File: config.mk
export PLATFORM = sky130hd
export DESIGN_NAME = clave_check
export DESIGN_NICKNAME = d
export VERILOG_FILES = /design/src/rtl/clave_check.sv
export SDC_FILE = /design/constraint.sdc
export NUM_CORES = 1
export LEC_CHECK = 0
export ABC_AREA = 1
export CORE_ASPECT_RATIO = 0.8
export CORE_MARGIN = 1.5
export CORE_UTILIZATION = 52
export DETAILED_ROUTE_END_ITERATION = 12
export GPL_TIMING_DRIVEN = 0
export PLACE_DENSITY = 0.7
export SYNTH_ARGS = -nofsm -noshare
export SYNTH_HDL_FRONTEND = slang
export SYNTH_SLANG_ARGS = --single-unit
File: constraint.sdc
create_clock -name clk -period 2.12 [get_ports clk]
set_input_delay 0.212 -clock clk [delete_from_list [all_inputs] [get_ports clk]]
set_output_delay 0.212 -clock clk [all_outputs]
set_load 0.01 [all_outputs]
File: src/rtl/clave_check.sv
// clave_check: access-code checker for the keypad front end.
// Watches the scanner's key stream, collects digits, and compares them with
// CODE when '#' is pressed. It drives the grant, deny and lockout indications
// and counts the failed attempts.
//
// Ports:
//   clk         in   1  system clock, rising edge
//   rst         in   1  synchronous reset, active-low
//   found       in   1  key-valid level from the scanner (may stay high while held)
//   num         in   4  key code: 0-9 digit, 10 '*' clear, 11 '#' enter, 12-15 ignored
//   granted     out  1  code accepted, high HOLD_CYCLES cycles
//   denied      out  1  code rejected, high HOLD_CYCLES cycles
//   locked      out  1  lockout active, high LOCK_CYCLES cycles
//   tries_left  out  4  remaining attempts before lockout
//   count       out  4  digits currently in the buffer
//   busy        out  1  high whenever not IDLE; keys are ignored then
module clave_check #(
  parameter int unsigned           CODE_LEN    = 10,
  parameter logic [4*CODE_LEN-1:0] CODE        = 40'h0123456789,
  parameter int unsigned           MAX_TRIES   = 3,
  parameter int unsigned           HOLD_CYCLES = 50000000,
  parameter int unsigned           LOCK_CYCLES = 500000000
) (
  input  logic       clk,
  input  logic       rst,
  input  logic       found,
  input  logic [3:0] num,
  output logic       granted,
  output logic       denied,
  output logic       locked,
  output logic [3:0] tries_left,
  output logic [3:0] count,
  output logic       busy
);

  localparam int unsigned BUF_W = 4 * CODE_LEN;
  localparam int unsigned CNT_W = 4;
  localparam int unsigned TMR_W = 32;

  typedef enum logic [2:0] {
    S_IDLE,
    S_CHECK,
    S_GRANT,
    S_DENY,
    S_LOCK
  } state_t;

  state_t             r_state, w_state_nxt;
  logic [BUF_W-1:0]   r_buf, w_buf_nxt;
  logic [CNT_W-1:0]   r_count, w_count_nxt;
  logic [CNT_W-1:0]   r_tries, w_tries_nxt;
  logic [TMR_W-1:0]   r_timer, w_timer_nxt;
  logic               r_found_q;
  logic               r_granted, r_denied, r_locked, r_busy;
  logic               w_event;
  logic               w_match;

  // Next-state and datapath update.
  always_comb begin
    w_state_nxt = r_state;
    w_buf_nxt   = r_buf;
    w_count_nxt = r_count;
    w_tries_nxt = r_tries;
    w_timer_nxt = r_timer;

    // A held key gives a single event on its rising level.
    w_event = found & ~r_found_q;
    w_match = (r_count == CNT_W'(CODE_LEN)) && (r_buf == CODE);

    case (r_state)
      S_IDLE: begin
        if (w_event) begin
          if (num <= 4'd9) begin
            // Buffer saturates when full; extra digits are dropped, not shifted in.
            if (r_count < CNT_W'(CODE_LEN)) begin
              w_buf_nxt   = {r_buf[BUF_W-5:0], num};
              w_count_nxt = r_count + CNT_W'(1);
            end
          end else if (num == 4'd10) begin
            w_buf_nxt   = '0;
            w_count_nxt = '0;
          end else if (num == 4'd11) begin
            w_state_nxt = S_CHECK;
          end
        end
      end

      S_CHECK: begin
        w_buf_nxt   = '0;
        w_count_nxt = '0;
        if (w_match) begin
          w_state_nxt = S_GRANT;
          w_tries_nxt = CNT_W'(MAX_TRIES);
          w_timer_nxt = TMR_W'(HOLD_CYCLES);
        end else begin
          w_tries_nxt = r_tries - CNT_W'(1);
          if (w_tries_nxt == '0) begin
            w_state_nxt = S_LOCK;
            w_timer_nxt = TMR_W'(LOCK_CYCLES);
          end else begin
            w_state_nxt = S_DENY;
            w_timer_nxt = TMR_W'(HOLD_CYCLES);
          end
        end
      end

      // Timer holds the cycles left in the state, including the current one.
      S_GRANT, S_DENY: begin
        if (r_timer <= TMR_W'(1)) begin
          w_state_nxt = S_IDLE;
          w_timer_nxt = '0;
        end else begin
          w_timer_nxt = r_timer - TMR_W'(1);
        end
      end

      S_LOCK: begin
        if (r_timer <= TMR_W'(1)) begin
          w_state_nxt = S_IDLE;
          w_timer_nxt = '0;
          w_tries_nxt = CNT_W'(MAX_TRIES);
        end else begin
          w_timer_nxt = r_timer - TMR_W'(1);
        end
      end

      default: begin
        w_state_nxt = S_IDLE;
      end
    endcase
  end

  // State, datapath and registered outputs.
  always_ff @(posedge clk) begin
    if (!rst) begin
      r_state   <= S_IDLE;
      r_buf     <= '0;
      r_count   <= '0;
      r_tries   <= CNT_W'(MAX_TRIES);
      r_timer   <= '0;
      r_found_q <= 1'b0;
      r_granted <= 1'b0;
      r_denied  <= 1'b0;
      r_locked  <= 1'b0;
      r_busy    <= 1'b0;
    end else begin
      r_state   <= w_state_nxt;
      r_buf     <= w_buf_nxt;
      r_count   <= w_count_nxt;
      r_tries   <= w_tries_nxt;
      r_timer   <= w_timer_nxt;
      r_found_q <= found;
      r_granted <= (w_state_nxt == S_GRANT);
      r_denied  <= (w_state_nxt == S_DENY);
      r_locked  <= (w_state_nxt == S_LOCK);
      r_busy    <= (w_state_nxt != S_IDLE);
    end
  end

  assign granted    = r_granted;
  assign denied     = r_denied;
  assign locked     = r_locked;
  assign tries_left = r_tries;
  assign count      = r_count;
  assign busy       = r_busy;

endmodule

# --- After elaboration in Yosys (flattened, before gate mapping) ---
# Cells that the tools add are included.
op_classes:
  bitwise: 2
  add_sub_neg: 3
  eq_ne: 15
  reduce_logical: 10
  n_lt_le_gt_ge: 3
  n_mux: 25
ops:
  columns: ["cell", "n"]
  rows:
  - ["40-bit two-way mux", 4]
  - ["40-bit case mux with 2 select lines", 1]
  - ["32-bit case mux with 2 select lines", 1]
  - ["29-bit two-way mux", 2]
  - ["40-bit by 33-bit equality test with 1-bit output (second input constant)", 1]
  - ["32-bit by 1-bit less-or-equal comparator with 1-bit output (second input constant)", 1]
  - ["32-bit two-way mux", 1]
  - ["32-bit by 1-bit subtractor with 32-bit output (second input constant)", 1]
  - ["4-bit two-way mux", 6]
  - ["3-bit two-way mux", 7]
  - ["4-bit case mux with 2 select lines", 2]
  - ["3-bit by 2-bit equality test with 1-bit output (second input constant)", 4]
  - ["4-bit equality test (second input constant)", 3]
  - ["3-bit case mux with 3 select lines", 1]
  - ["3-bit equality test (second input constant)", 2]
  - ["3-bit inequality test (second input constant)", 2]
  - ["2-bit nonzero test", 3]
  - ["4-bit by 1-bit adder with 4-bit output (second input constant)", 1]
  - ["4-bit less-or-equal comparator (second input constant)", 1]
  - ["4-bit logical NOT", 1]
  - ["4-bit less-than comparator (second input constant)", 1]
  - ["2-bit inequality test (second input constant)", 2]
  - ["4-bit AND reduction", 1]
  - ["4-bit by 1-bit subtractor with 4-bit output (second input constant)", 1]
  - ["other kinds (8)", 8]
totals:
  word_cells: 68
  input_bits: 7
  output_inout_bits: 12
  reg_bits: 88

# --- Longest topological paths before layout ---
# Gate-level depths: netlist of run 1.
depth:
  word_depth: 7
  mapped_depth: 15
  mapped_depth_nobuf: 15

# --- Worst setup path after synthesis of run 1 ---
# Ideal clock, no wire load.
synth_path:
  kind: "reg2reg"
  startpoint: "register r_timer[0]"
  endpoint: "register r_busy (netlist: busy)"
  t_arrival_ns: 1.532
  stages_incl_launch_ff: 15
  setup_slack_ns: 0.467
  setup_ns: 0.121
  period_less_slack_ns: 1.653
  cell_sequence: "dfxtp_1 inv_1 ha_1 inv_1 nand2_1 nand2_1 nor2_1 nand3_1 nor2_1 nor2_2 buf_6 nand2_1 nand3_1 nand2_1 nand3_1"
synth_between:
  elab_chain_cells: 4
synth_rtl:
  columns: ["element", "line", "text"]
  rows:
  - ["start: declaration", "52", "logic [TMR_W-1:0] r_timer, w_timer_nxt;"]
  - ["start signal: assignment", "151", "r_timer <= w_timer_nxt;"]
  - ["32-bit by 1-bit less-or-equal comparator with 1-bit output", "109, 118", null]
  - ["3-bit two-way mux", "109, 118", null]
  - ["3-bit case mux with 3 select lines", "70", "case (r_state)"]
  - ["3-bit nonzero test", "156", "r_busy <= (w_state_nxt != S_IDLE);"]
  - ["end signal: assignment", "156", null]
  - ["end: declaration", "54", "logic r_granted, r_denied, r_locked, r_busy;"]
# Every way passes these cells.
# A chain may end at the register's enable or synchronous reset.

# --- Worst setup path after layout of run 1 ---
layout_path:
  startpoint: "register r_state[0]"
  endpoint: "register r_buf[15]"
layout_between:
  elab_chain_cells: 3
  elab_cells_between_ends: 8
  cone_classes: "eq/ne (4); mux (1); reduce/logical (3)"
layout_rtl:
  columns: ["element", "line", "text"]
  rows:
  - ["start: declaration", "48", "state_t r_state, w_state_nxt;"]
  - ["start signal: assignment", "147", "r_state <= w_state_nxt;"]
  - ["3-bit logical NOT or 3-bit by 1-bit equality test with 1-bit output (tied branches)", "70", null]
  - ["3-bit inequality test (no source line) (tied with other cells)", null, null]
  - ["4-bit AND reduction (no source line)", null, null]
  - ["end signal: assignment", "148", "r_buf <= w_buf_nxt;"]
  - ["end: declaration", "49", "logic [BUF_W-1:0] r_buf, w_buf_nxt;"]
# Parallel ways exist; a longest one is shown, timed or not.

==> impl_metrics.toml, run 1 <==
[run_status]
status = "completed"

[critical_path]
r2r_setup_slack_ns = 0.19
r2r_cells = 8
crit_arrival_ns = 2.15
start_kind = "register"
worstSetupEndpointType = "register"
crit_path_end = "r_buf[15]$_SDFFE_PN0P_"
cp-startpoint = "r_state[0]$_SDFF_PN0_"
worstReg2RegEnd = "r_buf[15]$_SDFFE_PN0P_"
path_max_fanout = 10
path_class = "register to register"
critical_path_required_ns = 2.34
regToRegStartpoint = "r_state[0]$_SDFF_PN0_"

[die]
io_pins = 19
die-area_um2 = 9457
start_util_pct = 53.95
core_area_um2 = 8558
rows = 30
dieHeight_um = 87.28
fp.dieW_um = 108.4

[clocking]
cts_hold_buf = 0
clockBufferDepth = 2
path_clk_slew_ns = 0.09
clockRootBuffer = "clkbuf_8"
htreeDepth = 3
post_cts_buffers = 0
cts_sinks = 88
clock_latency_ns = 0.36
cts_made_buffers = 9
cts_tree = "yes"

[synth]
ys_warn_count = 0
yosysSeqAreaShare_pct = 38.16
synth_cell_types = 34
synth_edf_count = 0
synth_top_area_share_pct = 38.16
syn_inst = 703
async_reset_ff_share_pct = 0
ys_seq_elements = 88
synth_ff_type = "dfxtp_1"
synth_fp_nets = 716
syn_area_per_cell_um2 = 6.567
synth_area_um2 = 4617
synthTopCellsByArea = "dfxtp_1 (38%), nor2_1 (13%), nand2_1 (11%)"
synth_top_area_cell = "dfxtp_1"

[timing]
period_share_pct = 91.21
setup_tns_ns = 0
min_period_ns = 1.934
rsz0062_at_grt = "false"
setup_slack_ns = 0.1864
tightest_slew_ns = 0.6663
relSlewSlack_pct = 55.58
clock_skew_ns = 0.01118
setup_viol = 0
drv_slew = 0
timing.fmax_mhz = 517.2
finalHoldViolCount = 0

[global_route]
grt_usage_pct = 27.67
antenna_found_initial = 0
grt-ovfl-total = 0
grt_pass1_vias = 4117
grt_pass1_wl_um = 20230
grt_max_degree = 15

[layout]
syn_to_final_growth_pct = 11.73
mostFrequentLayoutCell = "nor2_1"
layout_common_cells = "nor2_1 (160), nand2_1 (133), dfxtp_1 (88)"
drive_gt1_share_pct = 7.609
diodes = 0
layout.cells.non_filler = 848
finalNetCount = 744

[hold_path]
worstHoldStart = "rst"
hp-class = "input pin to register"

[pwr]
switching_share_pct = 32.20
power.share.clock_pct = 30.9
power_mw = 3.853
vdd_drop_max_uv = 459.9
intPower_mw = 2.612
p_leak_nw = 2.408
power.switching_mw = 1.241
combPwrFrac_pct = 21.7
p_seq_share_pct = 47.4
power_density_nw_per_um2 = 746.9

[detailed_routing]
drc = 0
wire_per_inst_um = 14.71
wl_um = 12470
detail-route-antenna-nets = 0
drt_iter0_markers = 541
viasPerCell = 5.400
dr.pass1.iters = 5
vias = 4579

[place]
dp_hpwl_um = 9282
place_congestion = 0.9299
dp.cells = 832
port_buffers = 17
pre_cts_ws_ns = -0.03663

[flow_run]
cap_violations = 0
==> metal layers <==
layer  GRT usage, %  share of wire, %
met5              0                 0
met4          7.416               1.6
met3          6.657               7.5
met2          39.70                40
met1          41.04                50
==> power groups by stage <==
stage	Clock (mW)	Sequential, mW	Combinational [mW]
global route	1.28	1.84	0.935
global placement	0	1.86	0.778
detailed placement	0	1.86	0.795
CTS	1.21	1.82	0.803
finish	1.19	1.83	0.838
floorplan	0	1.84	0.593
==> what timing repair did <==
item                       CTS  global route
hold endpoints to repair     0             0
gates resized for setup      1            11
setup endpoints to repair    3            30
==> cell usage after synthesis (2+ instances only) <==
| master | instances |
|---|---|
| nor3_1 | 25 |
| a21oi_1 | 27 |
| xnor2_1 | 6 |
| inv_1 | 81 |
| o21bai_1 | 4 |
| clkbuf_1 | 5 |
| nor2_2 | 6 |
| or2_1 | 2 |
| o211ai_1 | 3 |
| ha_1 | 6 |
| nand3_1 | 45 |
| buf_2 | 11 |
| a21boi_0 | 2 |
| buf_4 | 2 |
| a211oi_1 | 28 |
| nor2_1 | 164 |
| dfxtp_1 | 88 |
| xor2_1 | 10 |
| inv_2 | 6 |
| buf_6 | 2 |
| o21ai_0 | 25 |
| nand4_1 | 7 |
| nand2_1 | 136 |
| nand3b_1 | 2 |
==> layout make-up <==
class,instances,area [um2]
Clock buffer,12,145.1
Buffer,21,115.1
Sequential cell,88,1762
Tap cell,112,140.1
Clock inverter,4,51.30
Multi-Input combinational cell,506,2445
Timing Repair Buffer,17,170.2
Fill cell,845,3400
Inverter,88,330.3
==> cells by family (layout without fill, tap and decap cells) <==
family                   count (synthesis)  count (layout)  share of synthesized area (%)
buffers and inverters                  109             142                          9.647
AND/OR/NAND/NOR                        393             393                          35.56
AO/OA/AOI/OAI                           91              91                          11.98
adder cells (fa/ha/maj)                  6               6                          1.626
flip-flops                              88              88                          38.16
XOR/XNOR                                16              16                          3.035
==> per-stage QoR <==
| stage | utilization (%) | hold slack, ns | area, um2 |
|---|---|---|---|
| after global placement | 57.57 | 0.4700 | 4927 |
| final | 60.28 | 0.3136 | 5159 |
| after detailed placement | 57.57 | 0.4769 | 4927 |
| after global routing | 60.28 | 0.3507 | 5159 |
| after CTS | 59.90 | 0.2946 | 5126 |
| after floorplan | - | 0.3055 | 4617 |
==> worst min-delay path by stage <==
stage	end	slack (ns)	cells past startpoint
3_5_place_dp	r_buf[17]$_SDFFE_PN0P_	0.48	2
4_1_cts	r_buf[31]$_SDFFE_PN0P_	0.29	3
3_3_place_gp	r_buf[19]$_SDFFE_PN0P_	0.47	2
6_report	r_buf[31]$_SDFFE_PN0P_	0.31	3
5_1_grt	r_buf[31]$_SDFFE_PN0P_	0.35	3
2_1_floorplan	r_found_q$_SDFF_PN0_	0.31	2
==> state kept, by name, summed over array words and instances (netlist names) <==
register	flops
busy	1
count	4
denied	1
granted	1
locked	1
r_buf	40
r_found_q	1
r_state	3
r_timer	32
tries_left	4
==> worst max-delay path, stage by stage, from the launching register on <==
cell and delay [ns]:
dfxtp_1 0.39, nand2_1 0.11, nor2_4 0.28, inv_2 0.12
nand2_1 0.12, nand2_2 0.14, o21ai_2 0.25, buf_2 0.31
a211oi_1 0.08
Power figures use the tool's default switching activity.
==> run 2: changes to the inputs <==
- clock period: 2.12 -> 2.2 ns (I/O delays scaled with it)
==> run 2 against run 1 <==
Effect of this change:
- global-route usage unchanged
- maximum frequency down 2.0%
- non-clock buffer count unchanged
- count of clock-buffer cells in the layout unchanged
- sequential share of layout area about the same
- core utilization down 0.059 points
- clock skew up 0.0014 ns
- via count up 0.37%
- total power down 3.7%
- die area unchanged
- first-iteration DRC count unchanged
- largest power group unchanged
==> impl_metrics.toml, run 2 (same netlist as run 1, synthesis figures left out) <==
[run_status]
status = "completed"

[global_route]
grt_max_degree = 15
grt-ovfl-total = 0
grt_usage_pct = 27.67
antenna_found_initial = 0
grt_pass1_wl_um = 20230
grt_pass1_vias = 4117

[hold_path]
worstHoldPathCells = 3
hp-class = "input pin to register"
hold_end = "r_buf[31]$_SDFFE_PN0P_"
worstHoldStart = "rst"

[clocking]
htreeDepth = 3
post_cts_buffers = 0
clock_latency_ns = 0.36
ctsResizeCount = 0
cts_tree = "yes"
clockRootBuffer = "clkbuf_8"
cts_sinks = 88
path_clk_slew_ns = 0.09
clockBufferDepth = 2
cts_hold_buf = 0
cts_made_buffers = 9

[critical_path]
path_max_fanout = 5
r2r_setup_slack_ns = 0.23
cp-startpoint = "tries_left[0]$_SDFFE_PN1P_"
worstSetupEndpointType = "register"
crit_arrival_ns = 2.26
path_class = "register to register"
path_buf_inv = 2
critical_path_required_ns = 2.48
cpPeakStageDelay_ns = 0.39
regToRegStartpoint = "tries_left[0]$_SDFFE_PN1P_"
cp_top_family = "simple AND/OR/NAND/NOR gates"
path_cells = "inv_1 -> ha_1 -> xnor2_1 -> nand2_1 -> nor2_2 -> nand3_1 -> nand2_1 -> inv_1 -> a21oi_1"
r2r_cells = 9
cp_slowest_cell = "dfxtp_1"
start_kind = "register"
worstReg2RegEnd = "r_timer[27]$_SDFFE_PN0P_"

[die]
core_area_um2 = 8558
fp.dieW_um = 108.4
rows = 30
die-area_um2 = 9457
io_pins = 19
dieHeight_um = 87.28
start_util_pct = 53.95

[layout]
mostFrequentLayoutCell = "nor2_1"
top_regs = "r_buf x40, r_timer x32"
layout_common_cells = "nor2_1 (161), nand2_1 (134), dfxtp_1 (88)"
drive_gt1_share_pct = 7.201
largest_register_ffs = 40
finalNetCount = 744
diodes = 0
syn_to_final_growth_pct = 11.63
n_fill_cell = 846
largest_register = "r_buf"

[pwr]
vdd_drop_max_uv = 443.3
p_leak_nw = 2.408
power_mw = 3.712
power_density_nw_per_um2 = 720.3

[detailed_routing]
drt_iter0_markers = 541
drc = 0
detail-route-antenna-nets = 0
wire_per_inst_um = 14.74
wl_um = 12500
vias = 4596
viasPerCell = 5.420
dr.pass1.iters = 5

[flow_run]
cap_violations = 0

[place]
port_buffers = 17
dp_hpwl_um = 9282
place_congestion = 0.9299

[timing]
clock_skew_ns = 0.01259
relSlewSlack_pct = 56.42
period_share_pct = 89.67
setup_viol = 0
tightest_slew_ns = 0.6537
min_period_ns = 1.973
rsz0062_at_grt = "false"
finalHoldViolCount = 0
drv_slew = 0
holdWs_ns = 0.3225
timing.fmax_mhz = 506.9
setup_tns_ns = 0
[run 2: cell count changes in the layout (fill, tap and decap cells not counted)]
cell / change
inv_2: -1
nand2_2: -1
nor2_2: -1
inv_1: +1
nand2_1: +1
nor2_1: +1
[run 2: area by class of cell]
type                       instances  area [um2]  share of cell area, %
multi-input combinational        506        2440                  47.34
sequential                        88        1762                  34.18
inverter                          88       330.3                  6.409
timing repair buffer              17       170.2                  3.302
clock buffer                      12       145.1                  2.816
tap                              112       140.1                  2.719
buffer                            21       115.1                  2.234
clock inverter                     4       51.30                 0.9954
[run 2: worst register-to-register path: stages, from the launching register on]
cell and delay (ns):
dfxtp_1 0.39, inv_1 0.10, ha_1 0.22, xnor2_1 0.19, nand2_1 0.10, nor2_2 0.22, nand3_1 0.17, nand2_1 0.24
inv_1 0.13, a21oi_1 0.16
[run 2: worst max path at each step]
stage,to,depth (start not counted)
after global routing,busy$_SDFF_PN0_,14
after detailed placement,r_buf[4]$_SDFFE_PN0P_,9
after floorplan,busy$_SDFF_PN0_,14
final,r_timer[27]$_SDFFE_PN0P_,9
after global placement,r_buf[17]$_SDFFE_PN0P_,9
after CTS,r_timer[26]$_SDFFE_PN0P_,15
[run 2: where the power goes]
group          leakage, nW  internal [mW]  total, mW  switching (mW)
clock               0.0970          0.560       1.15           0.586
combinational         1.59          0.275      0.806           0.531
sequential           0.717           1.68       1.76          0.0781
[run 2: per-layer routing]
metal | GRT usage, % | up-vias | wire, um
met2 | 39.70 | 177 | 5024
li1 | - | 2291 | -
met3 | 6.657 | 23 | 988
met5 | 0 | - | 0
met4 | 7.416 | 0 | 218
met1 | 41.04 | 2105 | 6268
[run 2: through the flow]
stage	utilization, %	instance area, um2	setup slack, ns	instances
CTS	59.87	5124	0.03745	848
global placement	57.57	4927	0.04559	832
floorplan	-	4617	0.5469	703
detailed placement	57.57	4927	0.03537	832
finish	60.22	5154	0.2273	848
global route	60.22	5154	0.02282	848
